[src/rtl/demo_audio.sv]
// demo_audio: 16-step tone + noise-hat sequencer, per-frame envelopes,
// first-order sigma-delta to a 1-bit audio stream.
// Ports: clk, reset (async, active-low), new_frame, frame_counter,
//        sample_out (7b mixed sample), audio_out (1b bitstream).
module demo_audio #(
  parameter int FRAME_COUNTER_BITS   = 11,
  parameter int SAMPLE_DIV           = 100,
  parameter int PHASE_BITS           = 14,
  parameter int FRAMES_PER_STEP_LOG2 = 3,
  parameter int TONE_DECAY           = 4,
  parameter int NOISE_DECAY          = 8
) (
  input  logic                          clk,
  input  logic                          reset,
  input  logic                          new_frame,
  input  logic [FRAME_COUNTER_BITS-1:0] frame_counter,
  output logic [6:0]                    sample_out,
  output logic                          audio_out
);

  localparam int DIV_W =
    (SAMPLE_DIV > 1) ? $clog2(SAMPLE_DIV) : 1;
  localparam logic [DIV_W-1:0] DIV_LAST =
    DIV_W'(SAMPLE_DIV - 1);
  localparam logic [5:0] TDEC = 6'(TONE_DECAY);
  localparam logic [4:0] NDEC = 5'(NOISE_DECAY);

  logic [DIV_W-1:0]      div_cnt;
  logic                  tick;
  logic [PHASE_BITS-1:0] phase;
  logic [5:0]            tone_env;
  logic [4:0]            noise_env;
  logic [3:0]            cur_step;
  logic [3:0]            step;
  logic                  step_valid;
  logic [15:0]           lfsr;
  logic                  fb;
  logic [6:0]            acc;
  logic [7:0]            sd_sum;
  logic [7:0]            cur_inc;
  logic [7:0]            new_inc;
  logic                  retrig;
  logic [5:0]            tone_s;
  logic [4:0]            noise_s;
  logic [5:0]            tone_dec;
  logic [4:0]            noise_dec;
  logic                  unused_fc;

  function automatic logic [7:0] note_inc(
    input logic [3:0] s
  );
    case (s)
      4'd0:    note_inc = 8'd32;
      4'd2:    note_inc = 8'd40;
      4'd4:    note_inc = 8'd48;
      4'd6:    note_inc = 8'd40;
      4'd7:    note_inc = 8'd32;
      4'd8:    note_inc = 8'd36;
      4'd10:   note_inc = 8'd48;
      4'd12:   note_inc = 8'd54;
      4'd13:   note_inc = 8'd48;
      4'd14:   note_inc = 8'd40;
      default: note_inc = 8'd0;
    endcase
  endfunction

  assign step =
    frame_counter[FRAMES_PER_STEP_LOG2+3 -: 4];
  assign unused_fc = ^frame_counter;

  assign tick    = (div_cnt == DIV_LAST);
  assign cur_inc = note_inc(cur_step);
  assign new_inc = note_inc(step);

  // First frame after reset always retriggers.
  assign retrig = new_frame &&
    (!step_valid || (step != cur_step));

  assign tone_dec  = (tone_env > TDEC) ?
    tone_env - TDEC : 6'd0;
  assign noise_dec = (noise_env > NDEC) ?
    noise_env - NDEC : 5'd0;

  assign fb = lfsr[0] ^ lfsr[2] ^ lfsr[3] ^ lfsr[5];

  assign tone_s  = phase[PHASE_BITS-1] ?
    tone_env : 6'd0;
  assign noise_s = lfsr[0] ? noise_env : 5'd0;

  assign sd_sum = {1'b0, acc} + {1'b0, sample_out};

  always_ff @(posedge clk or negedge reset) begin
    if (!reset) begin
      div_cnt <= '0;
    end else if (tick) begin
      div_cnt <= '0;
    end else begin
      div_cnt <= div_cnt + 1'b1;
    end
  end

  // Phase reset on retrigger is written last so it
  // overrides a coincident tick advance.
  always_ff @(posedge clk or negedge reset) begin
    if (!reset) begin
      phase      <= '0;
      tone_env   <= '0;
      noise_env  <= '0;
      cur_step   <= '0;
      step_valid <= 1'b0;
    end else begin
      if (tick) begin
        phase <= phase + PHASE_BITS'(cur_inc);
      end
      if (retrig) begin
        cur_step   <= step;
        step_valid <= 1'b1;
        if (new_inc != 8'd0) begin
          phase    <= '0;
          tone_env <= 6'd63;
        end else begin
          tone_env <= 6'd0;
        end
        if (step[1:0] == 2'b10) begin
          noise_env <= 5'd31;
        end
      end else if (new_frame) begin
        tone_env  <= tone_dec;
        noise_env <= noise_dec;
      end
    end
  end

  always_ff @(posedge clk or negedge reset) begin
    if (!reset) begin
      lfsr <= 16'h0001;
    end else if (tick) begin
      lfsr <= {fb, lfsr[15:1]};
    end
  end

  always_ff @(posedge clk or negedge reset) begin
    if (!reset) begin
      sample_out <= '0;
      acc        <= '0;
      audio_out  <= 1'b0;
    end else begin
      sample_out <= {1'b0, tone_s} + {2'b0, noise_s};
      acc        <= sd_sum[6:0];
      audio_out  <= sd_sum[7];
    end
  end

endmodule

[config.mk]
export PLATFORM = sky130hd
export DESIGN_NAME = demo_audio
export DESIGN_NICKNAME = d
export VERILOG_FILES = /design/src/rtl/demo_audio.sv
export SDC_FILE = /design/constraint.sdc
export NUM_CORES = 1
export LEC_CHECK = 0
export CAP_MARGIN = 0
export CORE_ASPECT_RATIO = 0.5
export CORE_MARGIN = 5
export CORE_UTILIZATION = 53
export DETAILED_ROUTE_END_ITERATION = 12
export PLACE_DENSITY = 0.72
export SLEW_MARGIN = 25
export SYNTH_ARGS = -nofsm -noshare
export SYNTH_HDL_FRONTEND = slang
export SYNTH_SLANG_ARGS = --single-unit
[constraint.sdc]
create_clock -name clk -period 2.49 [get_ports clk]
set_input_delay 0.3735 -clock clk [delete_from_list [all_inputs] [get_ports clk]]
set_output_delay 0.3735 -clock clk [all_outputs]
set_load 0.1 [all_outputs]
* Word level (Yosys, flattened, before mapping)
Memory sizes are Yosys's and may differ from the RTL's. Index checks and enable logic that the tools add are counted.
Storage, ports and cells: bits in registers 68, memory bits (writable) 0, input bits 14, bits in read-only memories 160, memories 2, word-level logic and storage cells 47, bits in latches 0
Cells by class: mux-type cells 14, eq/ne operators 4, shift-type cells 0, bitwise logic cells 3, div/mod/pow operators 0, reduce and logical (&&, ||, !) cells 6, multiply operators 0, $lt $le $gt $ge 2, add/sub/neg operators 6
Memories:
- (no name shown) | words 16, width 5, rd ports 1, clocked after memory_dff 0, wr ports 0, RTL line 52 | case (s)
- (no name shown) | words 16, width 5, rd ports 1, clocked after memory_dff 0, wr ports 0, RTL line 52
Operators by type and width (count):
- $mux W14 | 3
- $mux W6 | 5
- $mux W5 | 5
- $add A14 B8 Y14 | 1
- $add A7 B7 Y8 | 1
- $reduce_bool A8 Y1 | 1
- $add A6 B5 Y7 | 1
- $add A7 B1 Y7 const B | 1
- $eq A7 B7 Y1 const B | 1
- $mux W7 | 1
- $gt A6 B3 Y1 const B | 1
- $sub A6 B3 Y6 const B | 1
- $gt A5 B4 Y1 const B | 1
- $sub A5 B4 Y5 const B | 1
- $ne A4 B4 Y1 | 1
- $xor A1 B1 Y1 | 3
- $eq A2 B2 Y1 const B | 1
- $ne A2 B1 Y1 const B | 1
- $reduce_and A2 Y1 | 1
- $reduce_bool A2 Y1 | 1
- $logic_and A1 B1 Y1 | 1
- $logic_not A1 Y1 | 1
- $logic_or A1 B1 Y1 | 1

* Logic depth before layout (Yosys ltp)
Gate-level depths: netlist of the first run.
depth after elaboration 5, depth in mapped cells 11, depth with buffers taken out 10

* Worst setup path after synthesis of the first run
Ideal clock, no wire load.
kind reg-to-reg, start point reg cur_step[1], end point reg phase[13], path slack 44 ps, cell stages (with the launch flop) 12, path buffers 1, data required time 2371 ps, arrival time 2327 ps, cell sequence dfrtp_1 -> buf_2 -> nor3b_1 -> and2_1 -> ha_1 -> inv_1 -> fa_1 -> nor2b_1 -> o31a_1 -> nor2_1 -> o31a_1 -> o21a_1
On the way: cells in the longest elaborated chain, start to end 5
RTL lines:
- start, declared | RTL line 33 | logic [3:0] cur_step;
- start signal, assigned | RTL line 116 | cur_step <= step;
- $mem_v2 Z16 W5
- $add A14 B8 Y14 | RTL line 113 | phase <= phase + PHASE_BITS'(cur_inc);
- $mux W14 | RTL line 112 | if (tick) begin
- $mux W14 | RTL line 118 | if (new_inc != 8'd0) begin
- $mux W14 * | RTL line 115 | if (retrig) begin
- end signal, assigned | RTL line 113
- end, declared | RTL line 30 | logic [PHASE_BITS-1:0] phase;
Every way passes the cells marked *; elsewhere a longest branch is shown, timed or not. A chain may end at the register's enable or synchronous reset.

* Worst setup path in the final report of the first run
start point reg cur_step[3], end point reg phase[7]
Same word-level chain as after synthesis.

==> run_results.csv, run 1 <==
group,metric,value,unit
outcome,status,"finished clean",
sta,fmax,0.420,GHz
pwr,ir_drop,0.407,mV
floorplan,ios,22,
logic_synthesis,yosysWarnings,0,
worst_setup_path,setup.worst_path.class,"flop to flop",
worst_setup_path,r2r_cells,12,
logic_synthesis,async_flop_share,100,%
detailed_routing,viasPerCell,5.28,
floorplan,start_util,54.8,%
worst_setup_path,cp.arrival,2590,ps
final_layout,final_area,0.00396,mm2
detailed_routing,wl_met3,246,um
sta,fin_skew,3.59,ps
worst_setup_path,r2r_start,"cur_step[3]$_DFFE_PN0P_",
placed_design,gp_congestion,0.800,
floorplan,num_rows,20,
logic_synthesis,syn_nets,384,
placed_design,io_buffers,14,
clocking,cts_hold_buf,0,
logic_synthesis,yosysSeqAreaShare,47.9,%
global_route,grt_util_all_layers,17.6,%
pwr,p_leak,1.92,nW
global_route,antenna_found_initial,0,
floorplan,die_h,66.2,um
global_route,grt_pass1_wl,11100,um
detailed_routing,wl_met1,2940,um
detailed_routing,firstDrtPassIters,4,
final_layout,antenna_cells,0,
sta,setup_viol,0,
sta,slew_violations,0,
worst_setup_path,critPathLaunch,"cur_step[3]$_DFFE_PN0P_",
detailed_routing,totalWireLength,6270,um
worst_setup_path,critPathCapture,"phase[7]$_DFF_PN0_",
clocking,clk_latency,320,ps
sta,worst_pin_slew,465,ps
logic_synthesis,ys_top_cells_by_area,"dfrtp_1 (47%), nand2_1 (8.0%), ha_1 (7.9%)",
final_layout,nets,417,
logic_synthesis,synth.top_cell.area_share,47.1,%
final_layout,fillers,500,
sta,final_hold_viol_count,0,
placed_design,pre_cts_ws,106,ps
clocking,clock_path_buffers,2,
worst_setup_path,crit_path_end_kind,"flop",
clocking,cts_root_buffer,"clkbuf_16",
worst_setup_path,critical_path.max_fanout,5,
sta,fin_crit_sh,95.7,%
sta,slew_headroom,69.0,%
global_route,grt_max_degree,65,
job,max_cap_viol_count,0,
worst_setup_path,path_cells,"buf_4 > nor2b_1 > mux2i_1 > o21ai_1 > ha_1 > buf_4 > o21a_1 > o31a_1 > buf_4 > o211ai_1 > xor2_1 > nor2_1",
final_layout,area_delta_synth_final,18.5,%
logic_synthesis,synthFlopType,"dfrtp_1",
floorplan,die_w,122,um
logic_synthesis,ys_types,43,
worst_setup_path,startpoint_type,"flop",
worst_setup_path,slowest_delay,370,ps
final_layout,post-route-util,64.9,%
detailed_routing,vias,2498,
worst_setup_path,required,2700,ps
logic_synthesis,syn-cell-area,0.00334,mm2
detailed_routing,met2_length,2930,um
clocking,clock_sinks,64,
clocking,cts.htree.levels,3,
clocking,cts_tree,"yes",
pwr,finalPower,2.56,mW
logic_synthesis,syn_inst,347,
global_route,overflow,0,
worst_setup_path,cp_common_cell,"buf_4",
clocking,cts_inserted_buffers,9,
worst_setup_path,reg2reg_slack,110,ps
global_route,grt_pass1_vias,2559,
logic_synthesis,synth_area_per_cell,9.64,um2
detailed_routing,drtIter0Drc,123,
detailed_routing,wl_per_cell,13.3,um
clocking,cts.clk_slew.worst_paths,50,ps
placed_design,dpl.hpwl,4350,um
pwr,power.density,647,mW/mm2
detailed_routing,drtAntennaViolNets,0,
sta,finalCriticalPeriod,2380,ps
logic_synthesis,synth.largest_area_cell,"dfrtp_1",
logic_synthesis,synth_edf_count,0,
floorplan,die_area,0.00810,mm2
sta,setup_ws,108,ps
detailed_routing,highest_layer,"met4",
placed_design,dpl_cell_area,0.00363,mm2
floorplan,core,0.00611,mm2
detailed_routing,drc_errors,0,
hold_path,hp-class,"input port to asynchronous set/reset pin",
logic_synthesis,ys_seq_elements,64,
worst_setup_path,rr_endpoint,"phase[7]$_DFF_PN0_",
worst_setup_path,cpMaxStageDelayCell,"dfrtp_1",
final_layout,final_layout_size_suffix_gt1_share,12.7,%
critical path: cells and delay by family, from the launching register on:
| family | cells | cell delay (ps) |
|---|---|---|
| compound gates | 4 | 550 |
| xor+xnor | 1 | 180 |
| fa+ha+maj | 1 | 360 |
| buf+inv | 3 | 460 |
| flops | 1 | 370 |
| mux | 1 | 160 |
| simple gates | 2 | 190 |
cells in the mapped netlist (3+ instances only):
library cell,number
nor2b_1,7
nor4_1,4
nor2_1,23
o21ai_1,5
o211ai_1,4
inv_1,18
or3_1,6
buf_2,3
a21oi_1,21
o21ai_0,11
and3_1,3
mux2_2,4
a21o_1,4
nor3_1,5
and2_1,9
clkbuf_1,4
dfrtp_1,63
nand2_1,71
xor2_1,8
ha_1,21
a211oi_1,3
o21a_1,3
xnor2_1,16
nand3_1,7
placed cells by master, fill, tap and decap left out, drive strengths merged, types with 3 or more instances in the layout:
cell / netlist / layout
a211oi: 3 / 3
a21o: 4 / 4
a21oi: 21 / 21
and2: 9 / 9
and3: 3 / 3
buf: 4 / 25
clkbuf: 4 / 13
clkdlybuf4s50: 0 / 5
dfrtp: 63 / 63
ha: 21 / 21
inv: 18 / 18
mux2: 4 / 4
nand2: 71 / 71
nand3: 7 / 7
nor2: 23 / 23
nor2b: 7 / 7
nor3: 5 / 5
nor4: 4 / 4
o211ai: 5 / 5
o21a: 3 / 3
o21ai: 16 / 16
or3: 6 / 6
xnor2: 16 / 16
xor2: 8 / 8
what timing repair did:
item,CTS,global route
gates resized for setup,0,3
buffers inserted,0,5
setup endpoints to repair,0,6
endpoints found under the hold margin,0,0
worst min path at each step:
stage	startpoint	end	slack [ps]	cells after the start
2_1_floorplan	reset	acc[0]$_DFF_PN0_	80	0
3_3_place_gp	reset	audio_out$_DFF_PN0_	410	2
3_5_place_dp	reset	audio_out$_DFF_PN0_	410	2
4_1_cts	reset	audio_out$_DFF_PN0_	70	2
5_1_grt	reset	audio_out$_DFF_PN0_	90	2
6_report	reset	audio_out$_DFF_PN0_	60	2
final cells by class:
type / count / area (um2) / share of cell area [%]
clock inverters: 3 / 42.5 / 1.07
multi-input cells: 257 / 1640 / 41.4
repair buffers: 30 / 248 / 6.25
well taps: 88 / 110 / 2.78
inverters: 18 / 67.6 / 1.71
clock buffers: 13 / 250 / 6.32
flip-flops and latches: 64 / 1600 / 40.4
through the flow:
stage / std cells / hold WS (ps) / TNS [ps]
after global routing: 473 / 92.2 / -6.43
after CTS: 468 / 74.9 / 0
after detailed placement: 452 / 415 / 0
after floorplan: 347 / 77.9 / 0
after global placement: 452 / 409 / 0
final: 473 / 55.1 / 0
metal layers:
layer,vias up,GRT usage [%]
met2,47,29.6
met3,17,4.27
met5,-,0
met4,0,8.93
li1,1240,-
met1,1194,21.2
power by group:
part           total, mW  internal, mW  switching, mW
clock network       1.23         0.801          0.425
logic              0.226         0.102          0.124
registers           1.11          1.08         0.0371
total               2.56          1.98          0.586
sequential cells by signal (all words and copies together) (netlist names):
signal      flops
phase          13
cur_step        4
tone_env        5
noise_env       3
sample_out      7
audio_out       1
lfsr           16
acc             7
div_cnt         7
step_valid      1
kinds of logic after synthesis:
kind of cell               Yosys count  share of synthesized area (%)
and+or+nand+nor                    142                           19.6
AOI/OAI and AO/OA                   62                           12.0
DFF                                 64                           47.9
buffers and inverters               26                           3.14
xor gates and xnor gates            24                           6.29
adders and majority gates           23                           9.05
muxes                                6                           1.95
No activity file was read; power rests on OpenSTA's default activity.
==> run 2, diff against run 1 <==
--- a/config.mk
+++ b/config.mk
@@ -5,12 +5,12 @@
 export SDC_FILE = /design/constraint.sdc
 export NUM_CORES = 1
 export LEC_CHECK = 0
-export CAP_MARGIN = 0
+export CAP_MARGIN = 30
 export CORE_ASPECT_RATIO = 0.5
 export CORE_MARGIN = 5
-export CORE_UTILIZATION = 53
+export CORE_UTILIZATION = 60
 export DETAILED_ROUTE_END_ITERATION = 12
-export PLACE_DENSITY = 0.72
+export PLACE_DENSITY = 0.77
 export SLEW_MARGIN = 25
 export SYNTH_ARGS = -nofsm -noshare
 export SYNTH_HDL_FRONTEND = slang
==> constraint.sdc (replaced) <==
create_clock -name clk -period 2.9 [get_ports clk]
set_input_delay 0.435 -clock clk [delete_from_list [all_inputs] [get_ports clk]]
set_output_delay 0.435 -clock clk [all_outputs]
set_load 0.1 [all_outputs]
==> run 2 against run 1 <==
Flip-flop and latch count is the same. Clock power shrank 45%. Critical endpoint is now phase[13]$_DFF_PN0_. Sequential share of layout area is 2.3 points higher. Largest cell class unchanged. Sequential power is 14% lower.
==> run_results.csv, run 2 (synthesis results as in run 1) <==
group,metric,value,unit
pwr,ir_drop,0.387,mV
clocking,cts_root_buffer,"clkbuf_8",
pwr,switching_share,25.4,%
floorplan,ios,22,
floorplan,num_rows,19,
placed_design,dp.cells,432,
final_layout,final_layout_size_suffix_gt1_share,11.0,%
global_route,grt_util_all_layers,18.9,%
sta,fmax,0.389,GHz
clocking,clk_latency,360,ps
final_layout,final_common_cell,"nand2_1",
placed_design,dpl_cell_area,0.00357,mm2
floorplan,die_area,0.00726,mm2
pwr,combPwrFrac,9.3,%
clocking,cts_tree,"yes",
sta,slew_violations,0,
final_layout,final_area,0.00375,mm2
sta,final.setup.tns,0,ps
worst_setup_path,setup.worst_path.class,"flop to flop",
sta,fin_crit_sh,88.5,%
detailed_routing,firstDrtPassIters,4,
worst_setup_path,rr_endpoint,"phase[13]$_DFF_PN0_",
clocking,cts.clk_slew.worst_paths,70,ps
sta,setup_viol,0,
detailed_routing,drtAntennaViolNets,0,
worst_setup_path,required,3150,ps
worst_setup_path,cp.arrival,2820,ps
worst_setup_path,r2r_start,"cur_step[1]$_DFFE_PN0P_",
sta,setup_ws,332,ps
floorplan,start_util,61.4,%
final_layout,layout_common_cells,"nand2_1 (71), dfrtp_1 (63), nor2_1 (23), a21oi_1 (21), ha_1 (21)",
floorplan,die_w,116,um
pwr,clkPwrFrac,37.4,%
placed_design,pre_cts_ws,227,ps
hold_path,hp-class,"input port to asynchronous set/reset pin",
final_layout,post-route-util,68.8,%
global_route,antenna_found_initial,0,
clocking,post_cts_resized,0,
placed_design,dpl.hpwl,4330,um
floorplan,die_h,62.8,um
pwr,finalPower,1.80,mW
sta,final_hold_viol_count,0,
final_layout,area_delta_synth_final,12.0,%
detailed_routing,vias,2450,
final_layout,antenna_cells,0,
pwr,power.internal,1.34,mW
pwr,power_switching,0.456,mW
sta,rsz0062_at_grt,"false",
detailed_routing,viasPerCell,5.48,
global_route,grt_pass1_wl,10600,um
clocking,clock_path_buffers,2,
worst_setup_path,r2r_cells,10,
detailed_routing,drtIter0Drc,135,
sta,fin_skew,11.8,ps
worst_setup_path,critPathCapture,"phase[13]$_DFF_PN0_",
global_route,grt_max_degree,65,
floorplan,core,0.00544,mm2
sta,finalCriticalPeriod,2570,ps
worst_setup_path,critical_path.max_fanout,7,
detailed_routing,drc_errors,0,
outcome,status,"finished clean",
worst_setup_path,reg2reg_slack,330,ps
pwr,p_leak,1.82,nW
clocking,cts.htree.levels,3,
sta,slew_headroom,77.6,%
worst_setup_path,startpoint_type,"flop",
final_layout,nets,407,
placed_design,gp_congestion,0.770,
final_layout,largest-register,"lfsr",
job,max_cap_viol_count,0,
global_route,grt_pass1_vias,2433,
final_layout,top_regs,"lfsr x16, phase x13",
sta,fin_hold_ws,76.9,ps
worst_setup_path,crit_path_end_kind,"flop",
placed_design,io_buffers,14,
detailed_routing,totalWireLength,5900,um
sta,worst_pin_slew,335,ps
clocking,cts_inserted_buffers,9,
clocking,cts_setup_buffers,0,
pwr,power.density,479,mW/mm2
clocking,cts_hold_buf,0,
clocking,clock_sinks,64,
final_layout,stdcell_count,447,
global_route,overflow,0,
final_layout,largest_reg_flops,16,
detailed_routing,wl_per_cell,13.2,um
pwr,pwr-share-seq,53.3,%
worst_setup_path,critPathLaunch,"cur_step[1]$_DFFE_PN0P_",
-- run 2: cell count changes in the layout (fill, tap and decap cells not counted) --
| cell | change |
|---|---|
| clkbuf_1 | -3 |
| o21ai_0 | +2 |
| o21ai_1 | -2 |
| clkinv_2 | +3 |
| clkbuf_8 | +10 |
| buf_4 | -10 |
| clkbuf_16 | -9 |
| bufinv_16 | -1 |
| clkinvlp_4 | -1 |
-- run 2: area by class of cell --
cell class | instances | area [um2]
multi-input cells | 257 | 1640
well taps | 73 | 91.3
inverters | 18 | 67.6
clock inverters | 4 | 20.0
fillers | 437 | 1700
repair buffers | 20 | 173
clock buffers | 11 | 151
flip-flops and latches | 64 | 1600
-- run 2: critical path, stage by stage (launching register included) --
cell,delay [ps]
dfrtp_1,460
nor3b_2,260
and2_1,160
ha_1,190
inv_1,70
fa_1,380
nor2b_1,200
o31a_1,250
nor2_1,80
o31a_1,250
o21a_1,180
-- run 2: worst min-delay path by stage --
stage	end	slack (ps)	cells after the start
after global placement	lfsr[5]$_DFFE_PN0N_	450	2
after floorplan	acc[0]$_DFF_PN0_	140	0
after detailed placement	div_cnt[0]$_DFF_PN0_	450	1
final	tone_env[4]$_DFFE_PN0P_	80	2
after global routing	acc[3]$_DFF_PN0_	110	2
after CTS	tone_env[5]$_DFFE_PN0P_	90	2
-- run 2: power groups by stage --
stage	clock network [mW]	registers (mW)	logic (mW)
after floorplan	0	0.961	0.114
after global placement	0	0.970	0.160
after detailed placement	0	0.973	0.168
after CTS	0.698	0.956	0.169
after global routing	0.745	0.961	0.191
final	0.672	0.957	0.167
-- run 2: routing by layer --
| layer | vias to the layer above | wire, um | GRT usage (%) |
|---|---|---|---|
| li1 | 1222 | - | - |
| met5 | - | 0 | 0 |
| met4 | 0 | 80 | 6.15 |
| met3 | 9 | 320 | 8.99 |
| met1 | 1178 | 2630 | 21.8 |
| met2 | 41 | 2870 | 31.1 |
==> run 3, diff against run 2 <==
--- a/config.mk
+++ b/config.mk
@@ -6,11 +6,13 @@
 export NUM_CORES = 1
 export LEC_CHECK = 0
 export CAP_MARGIN = 30
+export CELL_PAD_IN_SITES_DETAIL_PLACEMENT = 1
+export CELL_PAD_IN_SITES_GLOBAL_PLACEMENT = 1
 export CORE_ASPECT_RATIO = 0.5
 export CORE_MARGIN = 5
-export CORE_UTILIZATION = 60
+export CORE_UTILIZATION = 50
 export DETAILED_ROUTE_END_ITERATION = 12
-export PLACE_DENSITY = 0.77
+export PLACE_DENSITY = 0.81
 export SLEW_MARGIN = 25
 export SYNTH_ARGS = -nofsm -noshare
 export SYNTH_HDL_FRONTEND = slang
==> run 3 against run 2 <==
Utilization fell by 10 points. Non-clock buffer count rose by 2. Critical path type unchanged. Wire length rose by 28%. Flip-flop and latch count did not move. Power rose by 15%. Global-route usage rose by 1.3 points. Critical path depth did not move. Design area rose by 2.8%. Clock power rose by 39%. Largest power group unchanged. Cell count rose by 4.9%. Worst setup slack got worse by 120 ps. Clock-buffer cell count rose by 3.
==> run_results.csv, run 3 (synthesis results as in run 1) <==
group,metric,value,unit
worst_setup_path,path_cells,"nor3b_1 > and2_1 > ha_1 > inv_1 > fa_1 > nor2b_1 > o31a_1 > nor2_1 > o31a_1 > o21a_1",
floorplan,ios,22,
detailed_routing,drtIter0Drc,72,
clocking,cts_hold_buf,0,
placed_design,gp_congestion,0.746,
pwr,power.density,537,mW/mm2
final_layout,largest_reg_flops,16,
sta,worst_pin_slew,694,ps
global_route,overflow,0,
final_layout,area_delta_synth_final,15.2,%
pwr,combPwrFrac,8.4,%
sta,final.setup.tns,0,ps
job,max_cap_viol_count,0,
worst_setup_path,critical_path.max_fanout,6,
clocking,cts_inserted_buffers,9,
final_layout,top_regs,"lfsr x16, phase x13",
global_route,grt_util_all_layers,20.2,%
pwr,switching_share,24.0,%
clocking,clock_sinks,64,
global_route,grt_use_met2,39.1,%
clocking,post_cts_resized,0,
detailed_routing,drtAntennaViolNets,0,
pwr,pwr-share-seq,46.4,%
floorplan,start_util,50.7,%
worst_setup_path,startpoint_type,"flop",
worst_setup_path,cp.arrival,2910,ps
placed_design,dpl.hpwl,5610,um
sta,fin_crit_sh,92.8,%
sta,fmax,0.372,GHz
detailed_routing,vias,2538,
detailed_routing,drc_errors,0,
final_layout,final_layout_size_suffix_gt1_share,10.1,%
final_layout,multiInputGateArea,0.00164,mm2
final_layout,fillers,754,
clocking,cts_root_buffer,"clkbuf_16",
sta,slew_violations,0,
clocking,cts.clk_slew.worst_paths,50,ps
global_route,antenna_found_initial,0,
global_route,grt_pass1_vias,2806,
detailed_routing,totalWireLength,7580,um
worst_setup_path,cp_common_cell,"o31a_1",
floorplan,die_w,126,um
sta,rsz0062_at_grt,"false",
global_route,gr-usage-met3,6.78,%
sta,fin_skew,7.34,ps
pwr,p_leak,1.86,nW
placed_design,io_buffers,14,
sta,final_hold_viol_count,0,
worst_setup_path,required,3120,ps
clocking,clock_path_buffers,2,
detailed_routing,wl_per_cell,16.2,um
final_layout,nets,409,
floorplan,core,0.00660,mm2
sta,slew_headroom,53.7,%
floorplan,num_rows,21,
worst_setup_path,crit_path_end_kind,"flop",
final_layout,layout_common_cells,"nand2_1 (71), dfrtp_1 (63), nor2_1 (23), a21oi_1 (21), ha_1 (21)",
worst_setup_path,cpMaxStageDelayCell,"dfrtp_1",
outcome,status,"finished clean",
global_route,grt_pass1_wl,13300,um
pwr,power.internal,1.57,mW
sta,setup_ws,210,ps
sta,finalCriticalPeriod,2690,ps
global_route,grt-busiest-layer,"met2",
floorplan,die_area,0.00852,mm2
final_layout,antenna_cells,0,
final_layout,register_area,0.00160,mm2
detailed_routing,firstDrtPassIters,4,
placed_design,pre_cts_ws,248,ps
pwr,power_switching,0.497,mW
pwr,clkPwrFrac,45.2,%
worst_setup_path,slowest_delay,440,ps
global_route,met1_usage,21.2,%
pwr,ir_drop,0.456,mV
detailed_routing,viasPerCell,5.41,
clocking,clk_latency,330,ps
final_layout,final_common_cell,"nand2_1",
global_route,grt_max_degree,32,
clocking,cts_setup_buffers,0,
hold_path,hp-class,"input port to asynchronous set/reset pin",
floorplan,die_h,67.8,um
final_layout,largest-register,"lfsr",
clocking,cts_tree,"yes",
sta,setup_viol,0,
clocking,cts.htree.levels,3,
worst_setup_path,setup.worst_path.class,"flop to flop",
## run 3: power groups by stage
| stage | clock, mW | combinational, mW | sequential (mW) |
|---|---|---|---|
| finish | 0.934 | 0.173 | 0.960 |
| CTS | 0.960 | 0.176 | 0.959 |
| detailed placement | 0 | 0.173 | 0.974 |
| floorplan | 0 | 0.114 | 0.961 |
| global route | 1.01 | 0.197 | 0.964 |
| global placement | 0 | 0.160 | 0.971 |
## run 3: area by class of cell
| type | count | area share, % |
|---|---|---|
| timing repair buffer | 22 | 4.55 |
| inverter | 18 | 1.75 |
| sequential | 64 | 41.6 |
| clock buffer | 14 | 6.34 |
| clock inverter | 2 | 0.260 |
| multi-input combinational | 257 | 42.5 |
| tap | 92 | 2.99 |
## run 3: critical path, delay by kind of cell (launching register included)
family / cells / cell delay, ps
adder cells (fa/ha/maj): 2 / 590
buffers and inverters: 1 / 70
flip-flops: 1 / 440
AO/OA/AOI/OAI: 3 / 610
AND/OR/NAND/NOR: 4 / 860
## run 3: metrics by stage
step                      cell area (um2)  power, mW  hold slack, ps  utilization, %  std cells
after floorplan                      3340       1.07             139               -        347
after global placement               3600       1.13             447            54.5        453
after detailed placement             3600       1.15             456            54.5        453
after CTS                            3850       2.09             160            58.4        469
after global routing                 3850       2.17             200            58.4        469
final                                3850       2.07             144            58.4        469
## run 3: path summary, 6_finish.rpt
| kind | slack, ps | from | to | cells past startpoint |
|---|---|---|---|---|
| setup / recovery | 210 | cur_step[0]$_DFFE_PN0P_ | phase[13]$_DFF_PN0_ | 10 |
| hold / removal | 140 | reset | acc[6]$_DFF_PN0_ | 1 |
| setup reg to reg | 210 | cur_step[0]$_DFFE_PN0P_ | phase[13]$_DFF_PN0_ | 10 |
| hold reg to reg | 460 | div_cnt[0]$_DFF_PN0_ | div_cnt[0]$_DFF_PN0_ | 1 |
| max in group asynchronous | 1960 | reset | lfsr[0]$_DFFE_PN1N_ | 2 |
| min in group clk | 460 | div_cnt[0]$_DFF_PN0_ | div_cnt[0]$_DFF_PN0_ | 1 |
## run 3: layer usage
metal / vias up / wire, um
li1: 1219 / -
met1: 1283 / 3160
met2: 25 / 4040
met3: 11 / 256
met4: 0 / 117
met5: - / 0
